<file path="src/rtl/hello_scroller_if.sv">
// Character-scroller bundle: switch inputs toward the scroller, decoder codes and status back out.
// Master drives SW; slave (the scroller) drives CODES, STEP_PULSE and PAUSED.
interface hello_scroller_if;
  logic [1:0]  SW;
  logic [23:0] CODES;
  logic        STEP_PULSE;
  logic        PAUSED;

  modport master (
    output SW,
    input  CODES,
    input  STEP_PULSE,
    input  PAUSED
  );

  modport slave (
    input  SW,
    output CODES,
    output STEP_PULSE,
    output PAUSED
  );
endinterface

</file>
<file path="src/rtl/hello_scroller.sv">
// Rotating 8-slot "HELLO   " code source for per-digit HELO decoders; outputs registered, 1 cycle after rotating edge.
// No backpressure: rotates on prescaler wrap (RUN) or debounced KEY[1] press (PAUSE); SW effects land 3 cycles late.
module hello_scroller #(
  parameter int TICK_COUNT     = 25_000_000,
  parameter int DEBOUNCE_COUNT = 500_000
) (
  input  logic        CLOCK_50,
  input  logic [1:0]  KEY,
  hello_scroller_if.slave bus
);

  localparam int TW = (TICK_COUNT > 2) ? $clog2(TICK_COUNT) : 1;
  localparam int DW = $clog2(DEBOUNCE_COUNT + 1);
  localparam logic [TW-1:0] TICK_LAST = TW'(TICK_COUNT - 1);
  localparam logic [DW-1:0] DEB_LAST  = DW'(DEBOUNCE_COUNT - 1);
  localparam logic [23:0]   RESET_MSG = 24'h0527FF;

  typedef enum logic {
    RUN   = 1'b0,
    PAUSE = 1'b1
  } state_t;

  state_t        state, state_nxt;
  logic          rst_n;
  logic [1:0]    sw_s1, sw_s2;
  logic          key_s1, key_s2;
  logic          key_acc;
  logic [DW-1:0] deb_cnt;
  logic          key_flip;
  logic          press;
  logic          press_q;
  logic [TW-1:0] presc, presc_nxt;
  logic          rotate;
  logic [23:0]   codes_q;
  logic [23:0]   codes_rot;
  logic          step_q;
  logic          paused_q;

  assign rst_n = KEY[0];

  // A level change is accepted once it has held for DEBOUNCE_COUNT synced cycles.
  assign key_flip = (key_s2 != key_acc) && (deb_cnt == DEB_LAST);
  assign press    = key_flip && !key_s2;

  // Left moves each code up one slot; right moves each code down one slot.
  assign codes_rot = sw_s2[1] ? {codes_q[2:0], codes_q[23:3]}
                              : {codes_q[20:0], codes_q[23:21]};

  always_comb begin
    state_nxt = state;
    presc_nxt = presc;
    rotate    = 1'b0;
    case (state)
      RUN: begin
        if (presc == TICK_LAST) begin
          presc_nxt = '0;
          rotate    = 1'b1;
        end else begin
          presc_nxt = presc + 1'b1;
        end
        if (sw_s2[0]) begin
          state_nxt = PAUSE;
        end
      end
      PAUSE: begin
        // Leaving PAUSE takes priority over a pending press.
        if (!sw_s2[0]) begin
          state_nxt = RUN;
        end else if (press_q) begin
          rotate = 1'b1;
        end
      end
      default: begin
        state_nxt = RUN;
      end
    endcase
  end

  always_ff @(posedge CLOCK_50) begin
    if (!rst_n) begin
      state <= RUN;
      presc <= '0;
    end else begin
      state <= state_nxt;
      presc <= presc_nxt;
    end
  end

  always_ff @(posedge CLOCK_50) begin
    if (!rst_n) begin
      sw_s1   <= 2'b00;
      sw_s2   <= 2'b00;
      key_s1  <= 1'b1;
      key_s2  <= 1'b1;
      key_acc <= 1'b1;
      deb_cnt <= '0;
      press_q <= 1'b0;
    end else begin
      sw_s1   <= bus.SW;
      sw_s2   <= sw_s1;
      key_s1  <= KEY[1];
      key_s2  <= key_s1;
      press_q <= press;
      if (key_s2 == key_acc) begin
        deb_cnt <= '0;
      end else if (key_flip) begin
        key_acc <= key_s2;
        deb_cnt <= '0;
      end else begin
        deb_cnt <= deb_cnt + 1'b1;
      end
    end
  end

  always_ff @(posedge CLOCK_50) begin
    if (!rst_n) begin
      codes_q  <= RESET_MSG;
      step_q   <= 1'b0;
      paused_q <= 1'b0;
    end else begin
      if (rotate) begin
        codes_q <= codes_rot;
      end
      step_q   <= rotate;
      paused_q <= (state_nxt == PAUSE);
    end
  end

  assign bus.CODES      = codes_q;
  assign bus.STEP_PULSE = step_q;
  assign bus.PAUSED     = paused_q;

endmodule

</file>
<file path="src/flat_wrapper.sv">
// flat-port wrapper written by rule: the top's interface ports become plain ports
module hello_scroller_flat 
#(
  parameter int TICK_COUNT     = 25_000_000,
  parameter int DEBOUNCE_COUNT = 500_000
)
  (CLOCK_50, KEY, bus_SW, bus_CODES, bus_STEP_PULSE, bus_PAUSED);
  hello_scroller_if bus_i ();
  input  logic CLOCK_50;
  input  logic [1:0] KEY;
  input wire logic [$bits(bus_i.SW)-1:0] bus_SW;
  output wire logic [$bits(bus_i.CODES)-1:0] bus_CODES;
  output wire logic [$bits(bus_i.STEP_PULSE)-1:0] bus_STEP_PULSE;
  output wire logic [$bits(bus_i.PAUSED)-1:0] bus_PAUSED;
  assign bus_i.SW = bus_SW;
  assign bus_CODES = bus_i.CODES;
  assign bus_STEP_PULSE = bus_i.STEP_PULSE;
  assign bus_PAUSED = bus_i.PAUSED;
  hello_scroller #(.TICK_COUNT(TICK_COUNT), .DEBOUNCE_COUNT(DEBOUNCE_COUNT)) u_core (.CLOCK_50(CLOCK_50), .KEY(KEY), .bus(bus_i));
endmodule
</file>
<file path="config.mk">
export PLATFORM = sky130hd
export DESIGN_NAME = hello_scroller_flat
export DESIGN_NICKNAME = d
export VERILOG_FILES = /design/src/rtl/hello_scroller_if.sv /design/src/rtl/hello_scroller.sv /design/src/flat_wrapper.sv
export SDC_FILE = /design/constraint.sdc
export NUM_CORES = 1
export LEC_CHECK = 0
export ABC_CLOCK_PERIOD_IN_PS = 5900
export BUFFER_PORTS_ARGS = -buffer_cell sky130_fd_sc_hd__clkbuf_2
export CAP_MARGIN = 30
export CORE_UTILIZATION = 29
export CTS_CLUSTER_DIAMETER = 120
export DETAILED_ROUTE_END_ITERATION = 16
export SETUP_SLACK_MARGIN = 0.1
export SLEW_MARGIN = 20
export SYNTH_ARGS = -nofsm -noshare
export SYNTH_HDL_FRONTEND = slang
export SYNTH_SLANG_ARGS = --single-unit
</file>
<file path="constraint.sdc">
create_clock -name CLOCK_50 -period 5.9 [get_ports CLOCK_50]
set_input_delay 0 -clock CLOCK_50 [delete_from_list [all_inputs] [get_ports CLOCK_50]]
set_output_delay 0 -clock CLOCK_50 [all_outputs]
set_load 0.02 [all_outputs]
</file>
==> flow_metrics.py, run 1 <==
metrics = {
    "status": {
        "outcome": "complete, no violations",
    },
    "yosys": {
        "synth_nets": 413,
        "synth_top_area_share": 0.4208,
        "syn-cell-area_um2": 3711,
        "synth.area.top_cells": "dfxtp_1 42%, mux2_2 7.3%, mux2i_1 6.7%, nand2_1 5.2%, xnor2_1 3.1%",
        "synth_top_cell_by_area": "dfxtp_1",
        "synth_edf_count": 0,
        "yosysWarnings": 0,
        "postSynth.asyncResetShare": 0,
        "yosysUniqueCellTypes": 45,
        "synth-seq-cells": 78,
        "ys.flop_type": "dfxtp_1",
        "avgSynthCellArea_um2": 9.141,
        "synthCells": 406,
        "seq_area_frac_synth": 0.4208,
    },
    "grt": {
        "antenna_found_initial": 0,
        "grt_pass1_vias": 2932,
        "grt_first_pass_wirelength_mm": 13.34,
        "grt_overflow_total": 0,
        "grt_max_degree": 63,
        "grt_usage": 0.1242,
    },
    "detailed_routing": {
        "drcViolationCount": 0,
        "drtIter0Drc": 106,
        "drt_pre_antenna_iters": 4,
        "num_vias": 2963,
        "wire_per_inst_um": 12.45,
        "vias_per_cell": 4.873,
        "ant_nets": 0,
        "wl_mm": 7.567,
    },
    "floorplanning": {
        "rows": 40,
        "fp.dieW_um": 115.1,
        "boundaryPins": 31,
        "die-area_um2": 13250,
        "die_y_um": 115.1,
        "initial_utilization": 0.3027,
        "core_area_um2": 12260,
    },
    "critical_path": {
        "crit_path_start_kind": "flip-flop",
        "crit_path_max_fanout": 19,
        "cp-end-kind": "flip-flop",
        "arrival_ps": 2490,
        "required_ps": 6100,
        "critPathKind": "flip-flop to flip-flop",
    },
    "clocking": {
        "htree_num_levels": 3,
        "clock_sinks": 78,
        "insertion_delay_ps": 330,
        "cts_resized": 0,
        "cts-root-buf": "clkbuf_16",
        "numCtsBuffers": 9,
        "cts_tree": "yes",
        "path_clk_slew_ps": 60,
        "clockBufferDepth": 2,
    },
    "run": {
        "maxCapViolCount": 0,
    },
    "finish": {
        "nets": 442,
        "areaGrowthSynthToFinish_pct": 17.57,
        "drive_gt1_frac": 0.2045,
        "n_antenna_cell": 0,
    },
    "sta": {
        "whs_ps": 222.7,
        "clock-skew-final_ps": 6.238,
        "min_period_over_period": 0.3890,
        "slew_viol_final": 0,
        "rsz0062_at_grt": "false",
        "max_freq_mhz": 435.8,
        "setup_viol": 0,
        "min_period_ps": 2295,
        "worstMarginPinSlew_ps": 675.8,
        "setup_tns_ps": 0,
        "setup_ws_ps": 3605,
        "relSlewSlack": 0.5473,
        "final_hold_viol_count": 0,
    },
    "place": {
        "gp_congestion": 0.7865,
        "place_hpwl_mm": 5.099,
        "io_buffers": 30,
        "place_ws_ps": 3453,
    },
    "power_and_ir_drop": {
        "ir_worst_vdd_uv": 112.9,
        "p_per_area_nw_per_um2": 268.4,
        "p_leak_nw": 1.495,
    },
    "hold_path": {
        "hold_class": "input port to flip-flop",
    },
}
-- cells by family (layout without fill, tap and decap cells) --
kind of cell | count (synthesis) | in the layout | share of synthesized area
buffers and inverters | 24 | 58 | 0.03304
and+or+nand+nor | 191 | 191 | 0.2771
DFF | 78 | 78 | 0.4208
AOI/OAI and AO/OA | 36 | 36 | 0.06069
xor gates and xnor gates | 26 | 26 | 0.06136
muxes | 49 | 49 | 0.1403
adders and majority gates | 2 | 2 | 0.006742
-- synth_stat cells, types with 4 or more instances --
cell / count
and2_1: 8
or3_1: 8
a21oi_1: 15
nand4_1: 14
o21ai_0: 8
nand2_1: 51
mux2_2: 24
xnor2_1: 13
xor2_1: 13
nor2_2: 10
nand2b_1: 17
clkbuf_1: 13
inv_1: 4
nor2_1: 23
o31ai_1: 7
dfxtp_1: 78
mux2i_1: 25
and4_1: 5
or4_1: 8
nand3_1: 20
nor3_1: 4
nor4_1: 6
-- path summary, 6_finish.rpt --
| kind | start | end | slack, ps | depth (start not counted) |
|---|---|---|---|---|
| worst max register to register | u_core.deb_cnt[11] | u_core.deb_cnt[6] | 3610 | 4 |
| worst min-delay path | KEY[0] | u_core.key_s2 | 220 | 3 |
| worst min register to register | u_core.key_s1 | u_core.key_s2 | 410 | 1 |
| worst max-delay path | u_core.deb_cnt[11] | u_core.deb_cnt[6] | 3610 | 4 |
-- worst max-delay path, cell delays in order (launching register included) --
cell and delay, ps:
dfxtp_1 360, or4b_1 550, or4_4 570, o211ai_4 570, nor2_1 110
-- where the power goes --
group          leakage [nW]   total, W  internal (W)  switching (W)
Sequential            0.631   0.000535      0.000531     0.00000402
Combinational         0.709  0.0000330     0.0000139      0.0000191
Clock                 0.156   0.000603      0.000385       0.000218
-- registers in the layout, indices dropped and copies added (netlist names), 2 cells and up --
name,flops
u_core.bus.CODES,24
u_core.sw_s1,2
u_core.presc,25
u_core.deb_cnt,19
u_core.sw_s2,2
-- layout make-up --
class,count,area (um2)
Fill cell,1233,7899
Multi-Input combinational cell,304,2027
Clock inverter,6,92.59
Sequential cell,78,1562
Clock buffer,10,239.0
Inverter,4,15.01
Tap cell,168,210.2
Timing Repair Buffer,38,217.7
-- cells in the final DEF, fill, tap and decap left out, drive strengths merged, types with 4 or more instances in the layout --
master / netlist / routed
nand4: 14 / 14
nor2: 33 / 33
and4: 5 / 5
xnor2: 13 / 13
or3: 8 / 8
o21ai: 9 / 9
nor4: 6 / 6
mux2: 24 / 24
o31ai: 7 / 7
xor2: 13 / 13
nand3: 20 / 20
or4: 9 / 9
inv: 4 / 6
dfxtp: 78 / 78
nand2b: 17 / 17
and2: 8 / 8
nand2: 51 / 51
a21oi: 15 / 15
clkbuf: 15 / 41
nor3: 4 / 4
buf: 5 / 4
mux2i: 25 / 25
-- per-layer routing --
layer	track usage	part of all wire	up-vias
met2	0.2149	0.50	45
met5	0	0	-
met1	0.1495	0.46	1410
met3	0.02794	0.029	12
met4	0.04848	0.015	0
li1	-	-	1496
-- through the flow --
| stage | total power (W) | cell area, um2 | instances | util |
|---|---|---|---|---|
| after CTS | 0.001184 | 4355 | 607 | 0.3552 |
| after global placement | 0.0005763 | 3994 | 588 | 0.3257 |
| after detailed placement | 0.0005781 | 3994 | 588 | 0.3257 |
| after global routing | 0.001216 | 4363 | 608 | 0.3558 |
| after floorplan | 0.0005712 | 3711 | 406 | - |
| final | 0.001171 | 4363 | 608 | 0.3558 |
-- repair_timing --
action,in CTS,in global routing
hold endpoints to repair,3,0
buffers inserted,0,0
hold buffers,3,0
endpoints found under the setup margin,0,0
No activity file was read; power rests on OpenSTA's default activity.
==> run 2: changes to the inputs <==
--- a/config.mk
+++ b/config.mk
@@ -5,7 +5,7 @@
 export SDC_FILE = /design/constraint.sdc
 export NUM_CORES = 1
 export LEC_CHECK = 0
-export ABC_CLOCK_PERIOD_IN_PS = 5900
+export ABC_CLOCK_PERIOD_IN_PS = 2300
 export BUFFER_PORTS_ARGS = -buffer_cell sky130_fd_sc_hd__clkbuf_2
 export CAP_MARGIN = 30
 export CORE_UTILIZATION = 29
==> constraint.sdc (replaced) <==
create_clock -name CLOCK_50 -period 2.3 [get_ports CLOCK_50]
set_input_delay 0 -clock CLOCK_50 [delete_from_list [all_inputs] [get_ports CLOCK_50]]
set_output_delay 0 -clock CLOCK_50 [all_outputs]
set_load 0.02 [all_outputs]
==> flow_metrics.py, run 2 (synthesized netlist as in run 1, its figures left out) <==
metrics = {
    "clocking": {
        "clockBufferDepth": 2,
        "insertion_delay_ps": 330,
        "htree_num_levels": 3,
        "postCtsSetupRepairBufs": 0,
        "path_clk_slew_ps": 60,
        "numCtsBuffers": 9,
        "cts-root-buf": "clkbuf_16",
        "cts_tree": "yes",
        "clock_sinks": 78,
    },
    "detailed_routing": {
        "vias_per_cell": 4.752,
        "drt_pre_antenna_iters": 4,
        "wl_mm": 7.208,
        "num_vias": 2918,
        "drtIter0Drc": 102,
        "drcViolationCount": 0,
        "wire_per_inst_um": 11.74,
        "ant_nets": 0,
    },
    "finish": {
        "largest_register": "u_core.presc",
        "nets": 448,
        "layout_common_cells": "78 x dfxtp_1, 51 x nand2_1, 30 x clkbuf_2, 25 x mux2i_1, 24 x mux2_2",
        "final_common_cell": "dfxtp_1",
        "areaGrowthSynthToFinish_pct": 17.63,
        "drive_gt1_frac": 0.2130,
        "n_antenna_cell": 0,
        "largest_reg_flops": 25,
    },
    "critical_path": {
        "crit_chain": "or4b_1, or4_4, o211ai_4, buf_12, a21oi_1",
        "crit_family": "simple AND/OR/NAND/NOR gates",
        "required_ps": 2500,
        "reg2reg_from": "u_core.deb_cnt[11]",
        "crit_path_start_kind": "flip-flop",
        "reg2reg_to": "u_core.deb_cnt[18]",
        "max_stage_delay_ps": 570,
        "arrival_ps": 2250,
        "worstRegToRegCells": 5,
        "timing.critical_path.buf_inv": 1,
        "crit_path_max_fanout": 19,
        "cp-end-kind": "flip-flop",
        "critPathKind": "flip-flop to flip-flop",
        "cp_slowest_cell": "or4_4",
        "crit_start": "u_core.deb_cnt[11]",
        "r2r_slack_ps": 260,
    },
    "power_and_ir_drop": {
        "p_clk_frac": 0.469,
        "p_leak_nw": 1.497,
        "netSwitchingFraction": 0.2225,
        "ir_worst_vdd_uv": 383.1,
        "power_w": 0.002749,
        "internal_power_w": 0.002138,
        "p_sw_w": 0.0006116,
        "p_per_area_nw_per_um2": 629.8,
        "p_seq_frac": 0.499,
        "pwr-share-comb": 0.033,
    },
    "grt": {
        "grt_overflow_total": 0,
        "grt_pass1_vias": 2786,
        "grt_usage": 0.1167,
        "grt_first_pass_wirelength_mm": 12.30,
        "grt_max_degree": 39,
        "antenna_found_initial": 0,
    },
    "sta": {
        "max_freq_mhz": 489.2,
        "setup_viol": 0,
        "worstMarginPinSlew_ps": 702.6,
        "final_hold_viol_count": 0,
        "min_period_over_period": 0.8888,
        "setup_tns_ps": 0,
        "rsz0062_at_grt": "false",
        "clock-skew-final_ps": 8.520,
        "relSlewSlack": 0.5316,
        "slew_viol_final": 0,
        "min_period_ps": 2044,
    },
    "place": {
        "place_hpwl_mm": 5.111,
        "gp_congestion": 0.8184,
        "io_buffers": 30,
    },
    "status": {
        "outcome": "complete, no violations",
    },
    "floorplanning": {
        "die-area_um2": 13250,
        "rows": 40,
        "core_area_um2": 12260,
        "boundaryPins": 31,
        "die_y_um": 115.1,
        "initial_utilization": 0.3027,
        "fp.dieW_um": 115.1,
    },
    "hold_path": {
        "hold_path_end": "u_core.key_acc",
        "hold_class": "input port to flip-flop",
        "hp-start": "KEY[0]",
        "hold_depth": 2,
    },
    "run": {
        "maxCapViolCount": 0,
    },
}
==> run 2: changes by cell type in the layout (fill, tap and decap cells not counted), sizes merged <==
cell / delta
clkbuf: -1
clkinv: +1
buf: +7
clkinvlp: +2
inv: -1
bufinv: -2
==> run 2: what timing repair did <==
item | CTS | global route
hold buffers | 3 | 0
hold endpoints to repair | 3 | 0
resized for setup | 0 | 0
==> run 2: worst reg2reg max path: stages, from the launching register on <==
cell,delay (ps)
dfxtp_1,360
or4b_1,540
or4_4,570
o211ai_4,200
buf_12,190
a21oi_1,60
==> run 2: cell type report <==
cell class,count,area (um2)
fill,1268,7896
multi-input combinational,304,2027
sequential,78,1562
timing repair buffer,44,275.3
clock buffer,10,229.0
tap,168,210.2
clock inverter,6,47.55
inverter,4,15.01
==> run 2: worst max-delay path by stage <==
stage	slack [ps]	cells after the start	end
floorplan	270	5	u_core.deb_cnt[9]
global placement	320	5	u_core.deb_cnt[3]
detailed placement	260	5	u_core.deb_cnt[18]
CTS	250	5	u_core.deb_cnt[18]
global route	180	5	u_core.deb_cnt[18]
finish	260	5	u_core.deb_cnt[18]
==> run 2: power by group through the flow <==
stage	registers [W]	clock network [W]	logic [W]
3_5_place_dp	0.00140	0	0.0000861
2_1_floorplan	0.00140	0	0.0000649
3_3_place_gp	0.00140	0	0.0000846
5_1_grt	0.00137	0.00140	0.0000997
4_1_cts	0.00137	0.00133	0.0000905
6_report	0.00137	0.00129	0.0000895
==> run 2: per-stage QoR <==
| step | setup slack, ps | util | area [um2] | hold slack (ps) | std cells |
|---|---|---|---|---|---|
| 2_1_floorplan | 270.9 | - | 3711 | 101.5 | 406 |
| 3_3_place_gp | 315.4 | 0.3310 | 4059 | 190.1 | 595 |
| 3_5_place_dp | 258.6 | 0.3310 | 4059 | 196.6 | 595 |
| 4_1_cts | 249.2 | 0.3560 | 4365 | 317.9 | 614 |
| 5_1_grt | 180.0 | 0.3560 | 4365 | 358.2 | 614 |
| 6_report | 255.8 | 0.3560 | 4365 | 320.5 | 614 |
==> run 2: routing by layer <==
layer | GRT usage | part of all wire | up-vias
met3 | 0.04059 | 0.030 | 2
met5 | 0 | 0 | -
li1 | - | - | 1504
met2 | 0.2024 | 0.49 | 32
met4 | 0.03550 | 0.0057 | 0
met1 | 0.1350 | 0.47 | 1380
